### src/rtl/hc_pkg.sv
// hc_pkg: shared state encoding and default timing constants for the hybrid controller
package hc_pkg;
   localparam logic [2:0] ST_IDLE = 3'd0;
   localparam logic [2:0] ST_DT_P = 3'd1;
   localparam logic [2:0] ST_P_ON = 3'd2;
   localparam logic [2:0] ST_DT_N = 3'd3;
   localparam logic [2:0] ST_N_ON = 3'd4;
   typedef enum logic [2:0] {
      IDLE = ST_IDLE,
      DT_P = ST_DT_P,
      P_ON = ST_P_ON,
      DT_N = ST_DT_N,
      N_ON = ST_N_ON
   } state_t;
   localparam int DEF_DT_WIDTH  = 8;
   localparam int DEF_MIN_HOLD  = 50;
   localparam int DEF_CNT_WIDTH = 16;
endpackage

### src/rtl/sync_2ff.sv
// sync_2ff: two-flop synchroniser for asynchronous inputs, async active-high reset
module sync_2ff #(
   parameter int WIDTH = 1
) (
   input  logic             clk,
   input  logic             rst,
   input  logic [WIDTH-1:0] d,
   output logic [WIDTH-1:0] q
);
   logic [WIDTH-1:0] meta;
   always_ff @(posedge clk or posedge rst)
      if (rst) {q, meta} <= '0;
      else     {q, meta} <= {meta, d};
endmodule

### src/rtl/sigma_gate_driver.sv
// sigma_gate_driver: sigma-controlled complementary gate driver with dead time,
// minimum on-time and switching-event counter
module sigma_gate_driver
   import hc_pkg::*;
#(
   parameter int DT_WIDTH  = DEF_DT_WIDTH,
   parameter int MIN_HOLD  = DEF_MIN_HOLD,
   parameter int CNT_WIDTH = DEF_CNT_WIDTH
) (
   input  logic                 i_CLK,
   input  logic                 i_RESET,
   input  logic                 i_enable,
   input  logic                 i_sigma,
   input  logic [DT_WIDTH-1:0]  i_deadtime,
   output logic                 o_gate_p,
   output logic                 o_gate_n,
   output logic                 o_busy,
   output logic [CNT_WIDTH-1:0] o_sw_count
);
   localparam int HW = $clog2(MIN_HOLD + 1);
   localparam logic [HW-1:0] HOLD = HW'(MIN_HOLD);
   localparam logic [DT_WIDTH-1:0] DT_ONE = DT_WIDTH'(1);
   state_t state, state_n;
   logic [DT_WIDTH-1:0] dt_cnt, dt_n, dt_load;
   logic [HW-1:0] dwell_cnt, dwell_n;
   logic [CNT_WIDTH-1:0] sw_n;
   logic sigma_s, dwell_done;
   sync_2ff #(.WIDTH(1)) u_sync (
      .clk(i_CLK),
      .rst(i_RESET),
      .d  (i_sigma),
      .q  (sigma_s)
   );
   assign dt_load    = (i_deadtime == '0) ? DT_ONE : i_deadtime;
   assign dwell_done = dwell_cnt == HOLD;
   always_ff @(posedge i_CLK or posedge i_RESET)
      if (i_RESET) begin
         state      <= IDLE;
         dt_cnt     <= '0;
         dwell_cnt  <= '0;
         o_sw_count <= '0;
         o_gate_p   <= 1'b0;
         o_gate_n   <= 1'b0;
         o_busy     <= 1'b0;
      end else begin
         state      <= state_n;
         dt_cnt     <= dt_n;
         dwell_cnt  <= dwell_n;
         o_sw_count <= sw_n;
         o_gate_p   <= state_n == P_ON;
         o_gate_n   <= state_n == N_ON;
         o_busy     <= (state_n == DT_P) || (state_n == DT_N);
      end
   // Dead-time expiry re-reads sigma_s, so a revert during dead time returns to the old leg.
   always_comb begin
      state_n = state;
      dt_n    = dt_cnt;
      dwell_n = dwell_cnt;
      sw_n    = o_sw_count;
      if (!i_enable) begin
         state_n = IDLE;
         dt_n    = '0;
         dwell_n = '0;
      end else begin
         case (state)
            IDLE: begin
               state_n = sigma_s ? DT_P : DT_N;
               dt_n    = dt_load;
            end
            DT_P, DT_N:
               if (dt_cnt <= DT_ONE) begin
                  state_n = sigma_s ? P_ON : N_ON;
                  dt_n    = '0;
                  dwell_n = '0;
                  sw_n    = o_sw_count + 1'b1;
               end else begin
                  dt_n = dt_cnt - 1'b1;
               end
            P_ON, N_ON: begin
               dwell_n = dwell_done ? dwell_cnt : dwell_cnt + 1'b1;
               if (dwell_done && (sigma_s != (state == P_ON))) begin
                  state_n = (state == P_ON) ? DT_N : DT_P;
                  dt_n    = dt_load;
               end
            end
            default: state_n = IDLE;
         endcase
      end
   end
endmodule

### config.mk
export PLATFORM = sky130hd
export DESIGN_NAME = sigma_gate_driver
export DESIGN_NICKNAME = d
export VERILOG_FILES = /design/src/rtl/hc_pkg.sv /design/src/rtl/sync_2ff.sv /design/src/rtl/sigma_gate_driver.sv
export SDC_FILE = /design/constraint.sdc
export NUM_CORES = 1
export LEC_CHECK = 0
export CAP_MARGIN = 20
export CELL_PAD_IN_SITES_DETAIL_PLACEMENT = 1
export CELL_PAD_IN_SITES_GLOBAL_PLACEMENT = 1
export CORE_MARGIN = 3
export CORE_UTILIZATION = 42
export CTS_CLUSTER_SIZE = 12
export DETAILED_ROUTE_END_ITERATION = 6
export PLACE_DENSITY_LB_ADDON = 0.1
export SLEW_MARGIN = 20
export SYNTH_ARGS = -nofsm -noshare
export SYNTH_HDL_FRONTEND = slang
export SYNTH_SLANG_ARGS = --single-unit
### constraint.sdc
create_clock -name i_CLK -period 2.56 [get_ports i_CLK]
set_clock_uncertainty 0.1 [all_clocks]
set_input_delay 0.512 -clock i_CLK [delete_from_list [all_inputs] [get_ports i_CLK]]
set_output_delay 0.512 -clock i_CLK [all_outputs]
set_load 0.005 [all_outputs]
==> metrics, run 1 <==
result of the run=complete, no violations; Cells after Synth=222; start of the worst register-to-register path=dwell_cnt[0]; clk_lat worst skew=about 0.29 ns; post-synth cell types=53; number of global-route vias before repair=1,811; starting utilization of the core area=44.3%; routed wire length=5160 µm; top cells by instance count after synthesis=sky130_fd_sc_hd__dfrtp_1 (38), sky130_fd_sc_hd__nand2_1 (20), sky130_fd_sc_hd__nor2_1 (18); share of the synthesized area in the top cell type=approximately 45%; CTS H-Tree Depth=2; setup repair after global routing missed its margin=false; area of the core=4820 µm²; Net count, final=273; biggest area consumer among synthesized cells=sky130_fd_sc_hd__dfrtp_1; Min-Delay Path Depth=0; share of the core filled with cells in the final layout=a little under three fifths; CTS clk-pin slew, worst paths=approximately 0.080 ns; crit-path max cell delay=0.54 ns; highest-delay cell along the critical path=sky130_fd_sc_hd__nor3_4; Die Width=77.3 µm; met1 global-route usage=23.6%; EDFF count, synth=0; fin crit period=2.12 ns; dpl hpwl=3780 µm; Placed Instance Area=2510 µm²; max-cap viol count=0; fraction of layout instances using a drive strength above 1=11.7%; row cnt=25; share of flip-flops with an asynchronous set or reset after synthesis=100%; warnings from Yosys=0; number of synthesized register bits=38; Net Sw Power=about 0.8 mW; register share of total power=between 30 and 40%; vias=1,781; combinational share of power=35.4%; power per cell area=825 nW/µm²; mean number of vias per cell=around 5.5; total count of hold-check failures in the final report=0; most area-consuming cells after synthesis=sky130_fd_sc_hd__dfrtp_1 (45%), sky130_fd_sc_hd__xnor2_1 (4.5%), sky130_fd_sc_hd__nand2_1 (3.5%); GRT met2 Usage=32.4%; count of boundary I/O pins=31; clock sink count=38; Layout area overhead=24.4%; sequential fraction of the synthesis area=44.5%; Design Area, Final=2660 µm²; worst-case reg-to-reg path depth=7; total of endpoints with negative setup slack in the final report=0; beginning of the critical path=dwell_cnt[0]; synthesized net count=239; DIE HEIGHT=77.3 µm; number of remaining DRC errors=0; # port buffers=30; setup_tns=0 ns; largest net degree at the start of global routing=39; Clock power frac=28.4%; final critical-path share of the clock period=83.0%; Least-Margin Pin Slew=0.928 ns; peak-usage layer in the global routing report=met2; count of antenna diodes in the layout=0; most common cell in the synthesized netlist=sky130_fd_sc_hd__dfrtp_1; Max Freq=between 400 and 500 MHz; post-DR wirelength/cell=15.9 µm; grt ovf=0; GR Layer Usage met3=3.64%; Max transition margin=37.5%; internal power consumption=roughly 1.4 mW; number of setup buffers added after CTS=0; Post-DRT Antenna Nets=0; RD Place Congestion=0.797; total die area=around 6000 µm²; overall fraction of global-route tracks in use=18.6%; buffers from clock root to sink, at most=2; number of pins exceeding their max-slew limit in the final report=0; number of antenna violations at the first check in global routing=0; maximum net fanout on the critical path=16; clock tree root driver cell=sky130_fd_sc_hd__clkbuf_8; switching share of power=35.7%; WS Path Type=reg -> reg; list of cells traversed by the critical path=inv_1 > ha_1 > nand2_1 > nor3_4 > nor3_4 > a211oi_1 > a211oi_1; Register-to-Register Setup Slack=0.44 ns; endpoint class of the critical path=flop; primary flip-flop cell chosen by synthesis mapping=sky130_fd_sc_hd__dfrtp_1; hold-critical path endpoint=u_sync.q; total leakage power=1.14 nW; cts repair resizes=0; count of TritonRoute iterations in the first routing pass=4; worst min-delay path startpoint=u_sync.meta; clock tree from TritonCTS=done; global-route wire length before repair=just under 9000 µm; number of clock buffers inserted by TritonCTS=5; class of the tightest hold or removal check=reg -> reg; destination of the worst register-to-register timing path=dt_cnt[1]; violation count after the first detailed-routing iteration=43; average cell area after synthesis=approximately 9.6 µm²; peak ir drop on the vdd network=0.329 mV; Critical Path AT=2.22 ns; netlist area before placement=2130 µm²; cts hold-fix bufs=0; required time at the worst-slack endpoint=around 2.7 ns; CP Launch Type=flop
cell type report:
cell class	count	area [µm²]
Clock inverter	3	68.8
Inverter	9	33.8
Fill cell	571	2160
Tap cell	67	83.8
Clock buffer	5	68.8
Timing Repair Buffer	36	345
Multi-Input combinational cell	166	1100
Sequential cell	38	951
layer usage:
layer	up-vias	wire [µm]
met4	0	78
met5	-	0
met3	8	144
li1	860	-
met2	28	2580
met1	885	2360
power groups by stage:
stage               sequential [mW]  clock, mW  combinational, mW
floorplan                     0.777          0              0.548
global placement              0.801          0              0.752
detailed placement            0.804          0              0.770
CTS                           0.793      0.633              0.776
global route                  0.813      0.660              0.865
finish                        0.794      0.621              0.776
worst max-delay path by stage:
stage	to	slack [ns]	cells past startpoint
final	dt_cnt[1]	0.44	7
after global routing	dt_cnt[1]	0.17	7
after CTS	dt_cnt[1]	0.14	7
after detailed placement	o_sw_count[15]	0.14	6
after global placement	o_sw_count[15]	0.21	6
after floorplan	o_sw_count[10]	0.59	8
stage by stage:
| stage | hold WS, ns | total power, mW | instances | setup WS, ns |
|---|---|---|---|---|
| after floorplan | 0.231 | 1.32 | 222 | 0.586 |
| after global placement | 0.236 | 1.55 | 316 | 0.207 |
| after detailed placement | 0.243 | 1.57 | 316 | 0.137 |
| after CTS | 0.260 | 2.20 | 324 | 0.136 |
| after global routing | 0.270 | 2.34 | 324 | 0.170 |
| final | 0.254 | 2.19 | 324 | 0.436 |
cell families (layout without fill, tap and decap cells):
logic type	Yosys count	after routing	synth area share (%)
xor+xnor	17	17	6.98
mux	2	2	0.996
flops	38	38	44.5
buf+inv	18	53	3.99
fa+ha+maj	5	5	2.93
compound gates	46	46	14.8
simple gates	96	96	25.7
flip-flops by register name, summed over array words and instances (netlist names):
name,flops
o_gate_p,1
dt_cnt,8
o_gate_n,1
state,3
o_sw_count,16
u_sync.meta,1
u_sync.q,1
dwell_cnt,6
o_busy,1
layout by cell type, fill, tap and decap left out, types with 2 or more instances in the layout:
| master | count |
|---|---|
| sky130_fd_sc_hd__a211o_1 | 2 |
| sky130_fd_sc_hd__a211oi_1 | 4 |
| sky130_fd_sc_hd__a21o_1 | 5 |
| sky130_fd_sc_hd__a21oi_1 | 13 |
| sky130_fd_sc_hd__and2_1 | 3 |
| sky130_fd_sc_hd__and3_1 | 3 |
| sky130_fd_sc_hd__and4_1 | 2 |
| sky130_fd_sc_hd__buf_4 | 6 |
| sky130_fd_sc_hd__bufinv_16 | 2 |
| sky130_fd_sc_hd__clkbuf_8 | 5 |
| sky130_fd_sc_hd__clkdlybuf4s50_1 | 30 |
| sky130_fd_sc_hd__dfrtp_1 | 38 |
| sky130_fd_sc_hd__ha_1 | 5 |
| sky130_fd_sc_hd__inv_1 | 8 |
| sky130_fd_sc_hd__nand2_1 | 20 |
| sky130_fd_sc_hd__nand3_1 | 8 |
| sky130_fd_sc_hd__nand4_1 | 10 |
| sky130_fd_sc_hd__nand4b_1 | 2 |
| sky130_fd_sc_hd__nor2_1 | 18 |
| sky130_fd_sc_hd__nor2b_1 | 3 |
| sky130_fd_sc_hd__nor3_1 | 9 |
| sky130_fd_sc_hd__nor3_2 | 3 |
| sky130_fd_sc_hd__nor3_4 | 2 |
| sky130_fd_sc_hd__nor4_1 | 2 |
| sky130_fd_sc_hd__o21a_1 | 2 |
| sky130_fd_sc_hd__o21ai_0 | 3 |
| sky130_fd_sc_hd__o21ai_1 | 5 |
| sky130_fd_sc_hd__o31ai_1 | 2 |
| sky130_fd_sc_hd__or3b_1 | 2 |
| sky130_fd_sc_hd__xnor2_1 | 11 |
| sky130_fd_sc_hd__xor2_1 | 6 |
critical path: cells and delay by family (launching register included):
family / cells / cell delay (ns)
compound gates: 2 / 0.38
buf+inv: 1 / 0.06
fa+ha+maj: 1 / 0.19
flops: 1 / 0.44
simple gates: 3 / 0.85
Power figures use the tool's default switching activity.
==> inputs of run 2 (changes only) <==
--- a/config.mk
+++ b/config.mk
@@ -9,7 +9,7 @@
 export CELL_PAD_IN_SITES_DETAIL_PLACEMENT = 1
 export CELL_PAD_IN_SITES_GLOBAL_PLACEMENT = 1
 export CORE_MARGIN = 3
-export CORE_UTILIZATION = 42
+export CORE_UTILIZATION = 37
 export CTS_CLUSTER_SIZE = 12
 export DETAILED_ROUTE_END_ITERATION = 6
 export PLACE_DENSITY_LB_ADDON = 0.1
==> constraint.sdc (replaced) <==
create_clock -name i_CLK -period 1.7 [get_ports i_CLK]
set_clock_uncertainty 0.1 [all_clocks]
set_input_delay 0.34 -clock i_CLK [delete_from_list [all_inputs] [get_ports i_CLK]]
set_output_delay 0.34 -clock i_CLK [all_outputs]
set_load 0.005 [all_outputs]
==> run 2 against run 1 <==
  * The run now ends with setup timing left
  * Register-to-register slack got worse by 0.65 ns
  * Global-route usage increased by 0.67 points
  * Via count increased by 17%
  * Critical path depth increased by 1
  * Sequential share of layout area decreased by 7.3 points
  * Clock power decreased by 0.8%
  * Non-clock buffer count increased by 67
  * Highest routed layer unchanged
==> metrics, run 2 (synthesis gave the netlist of run 1 again) <==
result of the run=finished, violations left; failing checks=setup timing; total die area=6720 µm²; met1 global-route usage=26.2%; Net Sw Power=1.47 mW; number of clock buffers inserted by TritonCTS=5; setup repair after global routing missed its margin=true; CTS clk-pin slew, worst paths=0.08 ns; power per cell area=1160 nW/µm²; Total Power=3.89 mW; GR Layer Usage met3=3.29%; total leakage power=between 1.5 and 2 nW; fraction of layout instances using a drive strength above 1=about two fifths; number of antenna violations at the first check in global routing=0; RD Place Congestion=~0.8; leading cell types in the layout, fill and taps excluded=sky130_fd_sc_hd__buf_4 (65), sky130_fd_sc_hd__dfrtp_1 (35), sky130_fd_sc_hd__clkdlybuf4s50_1 (28), sky130_fd_sc_hd__nand2_1 (18), sky130_fd_sc_hd__nor2_1 (15); peak-usage layer in the global routing report=met2; starting utilization of the core area=38.5%; Die Width=82.0 µm; Setup WS post-layout=-0.219 ns; GRT met2 Usage=31.6%; violation count after the first detailed-routing iteration=between 70 and 80; fin crit period=1.92 ns; WS Path Type=reg -> reg; leading cell type in the layout, fill and taps excluded=sky130_fd_sc_hd__buf_4; clk_lat worst skew=0.29 ns; Clock power frac=15.9%; global-route wire length before repair=around 9900 µm; top register by number of flip-flops=o_sw_count; clock tree from TritonCTS=done; row cnt=27; number of global-route vias before repair=2,000; grt ovf=0; Design Area, Final=3350 µm²; CTS H-Tree Depth=2; worst min-delay path startpoint=u_sync.meta; post-DR wirelength/cell=about 16 µm; class of the tightest hold or removal check=reg -> reg; Least-Margin Pin Slew=approximately 0.33 ns; count of antenna diodes in the layout=0; Layout area overhead=57.0%; dpl hpwl=4060 µm; largest registers=o_sw_count: 16 flops, dt_cnt: 8 flops, dwell_cnt: 6 flops; clock tree root driver cell=sky130_fd_sc_hd__clkbuf_8; number of remaining DRC errors=0; Max Freq=between 500 and 600 MHz; count of boundary I/O pins=31; endpoint class of the critical path=flop; Net count, final=340; buffers from clock root to sink, at most=2; Max transition margin=78.1%; setup_tns=-4.02 ns; maximum net fanout on the critical path=5; CP Launch Type=flop; beginning of the critical path=dt_cnt[0]; share of the core filled with cells in the final layout=60.5%; routed wire length=6450 µm; required time at the worst-slack endpoint=1.78 ns; overall fraction of global-route tracks in use=19.3%; combinational share of power=between 50% and 60%; clock sink count=38; total count of hold-check failures in the final report=0; max-cap viol count=0; # port buffers=30; internal power consumption=around 2.4 mW; flip-flop count of the largest register after layout=16; start of the worst register-to-register path=dt_cnt[0]; worst setup slack after placement=-0.357 ns; number of pins exceeding their max-slew limit in the final report=0; register share of total power=29.6%; Placed Instance Area=2840 µm²; Critical Path AT=2.00 ns; DIE HEIGHT=82.0 µm; area of the core=5540 µm²; final critical-path share of the clock period=113%; count of TritonRoute iterations in the first routing pass=4; vias=2,076; largest net degree at the start of global routing=39; switching share of power=roughly 38%; Post-DRT Antenna Nets=0; peak ir drop on the vdd network=0.686 mV; mean number of vias per cell=5.26; total of endpoints with negative setup slack in the final report=34
-- run 2: cell types whose count changed in the layout (fill, tap and decap cells not counted), moves of 4 or more --
cell                       previous run  this run
sky130_fd_sc_hd__a211oi_1             4         0
sky130_fd_sc_hd__a211oi_2             0         4
sky130_fd_sc_hd__a21oi_1             13         9
sky130_fd_sc_hd__a21oi_2              1         5
sky130_fd_sc_hd__buf_4                6        65
sky130_fd_sc_hd__buf_6                0         7
-- run 2: worst paths after layout --
check                      cells past startpoint  slack (ns)       endpoint
max                                            8       -0.22  o_sw_count[1]
min                                            0        0.26       u_sync.q
max reg2reg                                    8       -0.22  o_sw_count[1]
min reg2reg                                    0        0.26       u_sync.q
max in group asynchronous                      3        0.98  o_sw_count[7]
min in group asynchronous                      3        0.30   dwell_cnt[0]
-- run 2: worst max-delay path, stage by stage (launching register included) --
cell and delay (ns):
sky130_fd_sc_hd__dfrtp_1 0.43, sky130_fd_sc_hd__inv_2 0.10, sky130_fd_sc_hd__ha_4 0.13, sky130_fd_sc_hd__or2_4 0.14
sky130_fd_sc_hd__nand4b_1 0.17, sky130_fd_sc_hd__buf_6 0.17, sky130_fd_sc_hd__buf_4 0.13, sky130_fd_sc_hd__nor2_4 0.13
sky130_fd_sc_hd__mux2_4 0.31
-- run 2: area by class of cell --
cell class | instances | area, µm²
well taps | 72 | 90.1
multi-input cells | 166 | 1300
inverters | 9 | 33.8
fillers | 624 | 2190
flip-flops and latches | 38 | 955
clock inverters | 2 | 10.0
clock buffers | 5 | 68.8
repair buffers | 103 | 892
-- run 2: repair_timing --
action	4_1_cts	5_1_grt
setup endpoints to repair	40	41
resized for setup	29	20
buffers inserted	14	17
pin swaps	21	20
hold buffers	0	0
-- run 2: per-layer routing --
layer,part of all wire [%],vias to the layer above,routed length [µm]
met5,0,-,0
met4,1.5,0,99
met3,2.5,9,160
met2,50,31,3250
met1,46,1039,2950
li1,-,997,-
-- run 2: per-stage QoR --
stage                     instances  hold WS (ns)
after CTS                       378         0.265
after global routing            395         0.275
after floorplan                 222         0.231
after detailed placement        357         0.247
final                           395         0.263
after global placement          357         0.232
-- run 2: power by group through the flow --
stage                     clock network, mW  logic [mW]  registers (mW)
after floorplan                           0       0.890            1.17
after global placement                    0        1.55            1.16
after detailed placement                  0        1.58            1.16
after CTS                             0.622        1.88            1.15
after global routing                  0.679        2.31            1.17
final                                 0.616        2.12            1.15
